$ cat src/rtl/ps2_mouse_packer.sv
// ps2_mouse_packer
//   Receives the raw PS/2 mouse serial stream and packs every valid 3-byte
//   movement packet onto the 25-bit toggle-strobed MOUSE bus. The block only
//   listens and never drives the PS/2 lines.
//
// Ports:
//   CLK        system clock
//   RESET      asynchronous, active-high reset
//   PS2_CLK_I  raw PS/2 clock line (asynchronous to CLK)
//   PS2_DAT_I  raw PS/2 data line (asynchronous to CLK)
//   MOUSE      [7:0] status, [15:8] dx, [23:16] dy, [24] toggles per packet
//   PKT_ERR    one-cycle pulse for every discarded byte or packet
//
// Parameters:
//   FILT         consecutive equal samples needed to change a filtered level
//   TIMEOUT_CYC  mid-packet idle cycles before the watchdog resynchronises
//
// Build option:
//   PS2_WATCHDOG_EN  when defined, adds the mid-packet idle watchdog.
module ps2_mouse_packer #(
    parameter int unsigned FILT        = 8,
    parameter int unsigned TIMEOUT_CYC = 100000
) (
    input  logic        CLK,
    input  logic        RESET,
    input  logic        PS2_CLK_I,
    input  logic        PS2_DAT_I,
    output logic [24:0] MOUSE,
    output logic        PKT_ERR
);

    if (FILT < 2 || FILT > 16) begin : g_bad_filt
        $error("FILT must be in 2..16");
    end
    if (TIMEOUT_CYC < 2) begin : g_bad_timeout
        $error("TIMEOUT_CYC must be at least 2");
    end

    logic [1:0]      clk_sync_q, dat_sync_q;
    logic [FILT-1:0] clk_shift_q, clk_shift_d, dat_shift_q, dat_shift_d;
    logic            clk_filt_q, clk_filt_d, dat_filt_q, dat_filt_d;
    logic            clk_filt_dly_q;
    logic            fall;

    logic [3:0]      bit_idx_q, bit_idx_d;
    logic [9:0]      frame_q, frame_d;     // [0] start, [8:1] data, [9] parity
    logic [1:0]      byte_idx_q, byte_idx_d;
    logic [7:0]      b0_q, b0_d, b1_q, b1_d;
    logic [24:0]     mouse_q, mouse_d;
    logic            pkt_err_q, pkt_err_d;
    logic [7:0]      byte_data;
    logic            byte_ok;

`ifdef PS2_WATCHDOG_EN
    localparam int unsigned WdW = $clog2(TIMEOUT_CYC);
    localparam logic [WdW-1:0] WdLast = WdW'(TIMEOUT_CYC - 1);
    logic [WdW-1:0] wd_q, wd_d;
`endif

    // Glitch filters: level only moves once the whole window agrees.
    always_comb begin
        clk_shift_d = {clk_shift_q[FILT-2:0], clk_sync_q[1]};
        dat_shift_d = {dat_shift_q[FILT-2:0], dat_sync_q[1]};
        clk_filt_d  = clk_filt_q;
        dat_filt_d  = dat_filt_q;
        if (&clk_shift_d)       clk_filt_d = 1'b1;
        else if (~|clk_shift_d) clk_filt_d = 1'b0;
        if (&dat_shift_d)       dat_filt_d = 1'b1;
        else if (~|dat_shift_d) dat_filt_d = 1'b0;
    end

    assign fall      = clk_filt_dly_q & ~clk_filt_q;
    assign byte_data = frame_q[8:1];
    // Start low, stop (sampled now) high, odd parity over data + parity.
    assign byte_ok   = ~frame_q[0] & dat_filt_q & (^frame_q[9:1]);

    always_comb begin
        bit_idx_d  = bit_idx_q;
        frame_d    = frame_q;
        byte_idx_d = byte_idx_q;
        b0_d       = b0_q;
        b1_d       = b1_q;
        mouse_d    = mouse_q;
        pkt_err_d  = 1'b0;
`ifdef PS2_WATCHDOG_EN
        wd_d       = wd_q;
`endif

        if (fall) begin
            if (bit_idx_q == 4'd10) begin
                bit_idx_d = 4'd0;
                if (!byte_ok) begin
                    byte_idx_d = 2'd0;
                    pkt_err_d  = 1'b1;
                end else begin
                    case (byte_idx_q)
                        2'd0: begin
                            // Status byte always has bit 3 set; use it to resync.
                            if (byte_data[3]) begin
                                b0_d       = byte_data;
                                byte_idx_d = 2'd1;
                            end else begin
                                pkt_err_d = 1'b1;
                            end
                        end
                        2'd1: begin
                            b1_d       = byte_data;
                            byte_idx_d = 2'd2;
                        end
                        2'd2: begin
                            mouse_d    = {~mouse_q[24], byte_data, b1_q, b0_q};
                            byte_idx_d = 2'd0;
                        end
                        default: byte_idx_d = 2'd0;
                    endcase
                end
            end else begin
                frame_d[bit_idx_q] = dat_filt_q;
                bit_idx_d          = bit_idx_q + 4'd1;
            end
        end

`ifdef PS2_WATCHDOG_EN
        // A fall always wins over an expiry in the same cycle.
        if (fall) begin
            wd_d = '0;
        end else if (bit_idx_q != 4'd0 || byte_idx_q != 2'd0) begin
            if (wd_q == WdLast) begin
                wd_d       = '0;
                bit_idx_d  = 4'd0;
                byte_idx_d = 2'd0;
                pkt_err_d  = 1'b1;
            end else begin
                wd_d = wd_q + 1'b1;
            end
        end else begin
            wd_d = '0;
        end
`endif
    end

    always_ff @(posedge CLK or posedge RESET) begin
        if (RESET) begin
            clk_sync_q     <= 2'b11;
            dat_sync_q     <= 2'b11;
            clk_shift_q    <= '1;
            dat_shift_q    <= '1;
            clk_filt_q     <= 1'b1;
            dat_filt_q     <= 1'b1;
            clk_filt_dly_q <= 1'b1;
            bit_idx_q      <= 4'd0;
            frame_q        <= '0;
            byte_idx_q     <= 2'd0;
            b0_q           <= '0;
            b1_q           <= '0;
            mouse_q        <= '0;
            pkt_err_q      <= 1'b0;
        end else begin
            clk_sync_q     <= {clk_sync_q[0], PS2_CLK_I};
            dat_sync_q     <= {dat_sync_q[0], PS2_DAT_I};
            clk_shift_q    <= clk_shift_d;
            dat_shift_q    <= dat_shift_d;
            clk_filt_q     <= clk_filt_d;
            dat_filt_q     <= dat_filt_d;
            clk_filt_dly_q <= clk_filt_q;
            bit_idx_q      <= bit_idx_d;
            frame_q        <= frame_d;
            byte_idx_q     <= byte_idx_d;
            b0_q           <= b0_d;
            b1_q           <= b1_d;
            mouse_q        <= mouse_d;
            pkt_err_q      <= pkt_err_d;
        end
    end

`ifdef PS2_WATCHDOG_EN
    always_ff @(posedge CLK or posedge RESET) begin
        if (RESET) wd_q <= '0;
        else       wd_q <= wd_d;
    end
`endif

    assign MOUSE   = mouse_q;
    assign PKT_ERR = pkt_err_q;

endmodule

$ cat config.mk
export PLATFORM = sky130hd
export DESIGN_NAME = ps2_mouse_packer
export DESIGN_NICKNAME = d
export VERILOG_FILES = /design/src/rtl/ps2_mouse_packer.sv
export SDC_FILE = /design/constraint.sdc
export NUM_CORES = 1
export LEC_CHECK = 0
export ABC_AREA = 1
export BUFFER_PORTS_ARGS = -buffer_cell sky130_fd_sc_hd__buf_4
export CAP_MARGIN = 25
export CORE_UTILIZATION = 60
export DETAILED_ROUTE_END_ITERATION = 10
export PLACE_DENSITY = 0.8
export SYNTH_ARGS = -nofsm -noshare
export SYNTH_HDL_FRONTEND = slang
export SYNTH_SLANG_ARGS = --single-unit
$ cat constraint.sdc
create_clock -name CLK -period 6.2 [get_ports CLK]
set_input_delay 0.62 -clock CLK [delete_from_list [all_inputs] [get_ports CLK]]
set_output_delay 0.62 -clock CLK [all_outputs]
set_load 0.03 [all_outputs]
==> flow_summary.yaml <==
outcome:
  status: "complete, no violations"
clock_network:
  cts_resized: 0
  clk_latency_ns: 0.34
  cts_tree: "yes"
  cts_root_buf: "clkbuf_8"
  ctsHoldBuffers: 0
  numCtsBuffers: 9
  clk_path_buf_depth: 2
  h-tree-depth: 3
  clock_sinks: 79
  postCtsSetupBuffers: 0
  clkTransAtPathRegs_ns: 0.07
routing:
  routed_via_density: 5.22
  first_iter_violations: 159
  drc_errors: 0
  drt_pre_antenna_iters: 5
  routed-via-count: 2406
  wl_per_cell_um: 13.0
  ant_nets: 0
  totalWireLength_mm: 6.00
global_routing:
  first_global_vias: 2185
  grt_pass1_wl_mm: 9.78
  grt_max_degree: 80
  overflow: 0
  gr-usage-all-layers_pct: 23.6
  antenna_found_initial: 0
timing:
  fin_setup_tns_ns: 0
  hold_violations: 0
  tightestPinTransition_ns: 0.927
  period_share_pct: 37.2
  timing.slew.headroom_pct: 38.2
  max_freq_ghz: 0.433
  grt_setup_unrepaired: "no"
  fin_crit_ns: 2.31
  setup_viol: 0
  slew_violations: 0
  finClkSkew_ns: 0.00599
cells_and_area:
  fin_util_pct: 71.9
  regArea_um2: 2000
  layout_common_cells: "nand2_1, dfrtp_1, nand3_1, buf_4, inv_1"
  final_nets: 390
  multi_input_area_um2: 1070
  n_antenna_cell: 0
  area_delta_synth_final_pct: 14.1
  final.fill_count: 387
  layout_commonest_cell: "nand2_1"
  final_area_um2: 3690
  drive_gt1_share_pct: 19.9
logic_synthesis:
  yosysWarnings: 0
  synth_seq_cells: 79
  avgSynthCellArea_um2: 9.17
  synth_nets: 357
  synth_cells: 353
  synth_seq_area_share_pct: 61.9
  synthDistinctLibCells: 25
  syn_area_um2: 3240
placed_design:
  portBuffers: 29
  dp_hpwl_mm: 3.84
  place.gp.congestion: 0.890
  post_dp_cell_area_um2: 3480
pwr:
  finalPower_mw: 1.08
  vdd_ir_drop_max_uv: 247
  p_leak_nw: 1.95
  power.density_nw_per_um2: 291
flow_run:
  cap_viol_max_count: 0
setup_path:
  r2r-start: "frame_q[2]$_DFFE_PP0P_"
  worstPathArrival_ns: 2.54
  worstSetupPathType: "flop to flop"
  critPathCaptureType: "flop"
  worstReg2RegEnd: "b1_q[7]$_DFFE_PP0P_"
  rr_worst_depth: 12
  cp.required_ns: 6.43
  cp_slowest_cell: "dfrtp_1"
  worst_path_largest_cell_delay_ns: 0.47
  r2r_slack_ns: 3.89
  crit_family: "simple AND/OR/NAND/NOR gates"
  crit_top_cell: "nand2_1"
  path_max_fanout: 45
  cp_cell_sequence: "nand2_1 > inv_1 > nor2_1 > nand2_1 > nand3_1 > nand2_1 > nand2_1 > nand2_2 > nor2_8 > nand2_1 > nand2_1 > nand2_1"
  crit_buf_inv: 1
  cp-start-kind: "flop"
worst_hold_path:
  hold_depth: 0
  hold_path_class: "flop to flop"
  worstHoldEndpoint: "dat_sync_q[1]$_DFF_PP1_"
  holdCritStartpoint: "dat_sync_q[0]$_DFF_PP1_"
floorplan:
  coreArea_um2: 5140
  die_w_um: 75.5
  die-area_um2: 5690
  die_h_um: 75.5
  initial_core_util_pct: 63.0
  pin_count: 30
  std_cell_rows: 26
==> synthesized netlist by cell type <==
cell type | n | area [um^2]
inv_1 | 23 | 86.3
clkbuf_1 | 1 | 3.75
inv_2 | 4 | 15.0
nor3_4 | 1 | 16.3
dfrtp_1 | 58 | 1450
nand2_4 | 1 | 11.3
o41ai_1 | 1 | 8.76
nor2_2 | 2 | 12.5
o21bai_1 | 2 | 15.0
nor2_1 | 13 | 48.8
nand3b_1 | 1 | 7.51
a21oi_1 | 7 | 35.0
nor2_8 | 1 | 20.0
nor4_1 | 4 | 25.0
a31oi_1 | 1 | 6.26
buf_6 | 2 | 22.5
nand3_1 | 45 | 225
nand2_2 | 2 | 12.5
o21ai_0 | 11 | 55.1
nor3_2 | 1 | 10.0
buf_4 | 4 | 30.0
dfstp_2 | 21 | 552
nand2_1 | 140 | 526
nand4_1 | 5 | 31.3
buf_2 | 2 | 10.0
==> cell families after synthesis <==
family / after synthesis / synth area share [%]
compound gates: 22 / 3.71
simple gates: 216 / 29.2
buf+inv: 36 / 5.18
flops: 79 / 61.9
==> final cells by class <==
class	instances	area share, %
inverter	27	2.74
multi-input combinational	238	28.9
tap	70	2.37
timing repair buffer	31	6.40
clock inverter	3	1.08
sequential	79	54.2
clock buffer	13	4.33
==> metrics by stage <==
| stage | hold slack [ns] | std cells | worst slack (ns) |
|---|---|---|---|
| after floorplan | 0.345 | 353 | 3.59 |
| after global placement | 0.346 | 444 | 3.90 |
| after detailed placement | 0.348 | 444 | 3.75 |
| after CTS | 0.359 | 460 | 3.72 |
| after global routing | 0.361 | 461 | 3.67 |
| final | 0.358 | 461 | 3.89 |
==> registers in the layout (all words and copies together) (netlist names) <==
| name | flops |
|---|---|
| clk_sync_q | 2 |
| clk_filt_dly_q | 1 |
| dat_shift_q | 7 |
| b1_q | 8 |
| dat_sync_q | 2 |
| dat_filt_q | 1 |
| byte_idx_q | 2 |
| frame_q | 10 |
| clk_shift_q | 7 |
| PKT_ERR | 1 |
| bit_idx_q | 4 |
| b0_q | 8 |
| MOUSE | 25 |
| clk_filt_q | 1 |
==> per-layer routing <==
metal	vias to the layer above	GRT usage [%]	part of all wire, %
li1	1194	-	-
met1	1141	31.3	47
met2	57	37.6	47
met3	14	3.97	3.5
met4	0	12.8	2.4
met5	-	0	0
==> worst reg2reg max path: cells and delay by family (launching register included) <==
kind          cells  cell delay [ns]
buf+inv           1             0.04
flops             1             0.47
simple gates     11             1.69
==> worst max-delay path by stage <==
stage,endpoint,start,depth (start not counted),slack (ns)
CTS,MOUSE[11]$_DFFE_PP0P_,clk_filt_dly_q$_DFF_PP1_,7,3.72
floorplan,MOUSE[0]$_DFFE_PP0P_,RESET,1,3.59
global placement,MOUSE[2]$_DFFE_PP0P_,clk_filt_dly_q$_DFF_PP1_,7,3.90
detailed placement,MOUSE[15]$_DFFE_PP0P_,clk_filt_dly_q$_DFF_PP1_,7,3.75
finish,b1_q[7]$_DFFE_PP0P_,frame_q[2]$_DFFE_PP0P_,12,3.89
global route,b1_q[7]$_DFFE_PP0P_,frame_q[1]$_DFFE_PP0P_,12,3.67
==> power by group <==
part	switching [mW]	leakage (nW)	internal, mW
Combinational	0.0876	0.820	0.0320
Sequential	0.0269	1.02	0.547
Clock	0.174	0.103	0.210
Power figures use the tool's default switching activity.
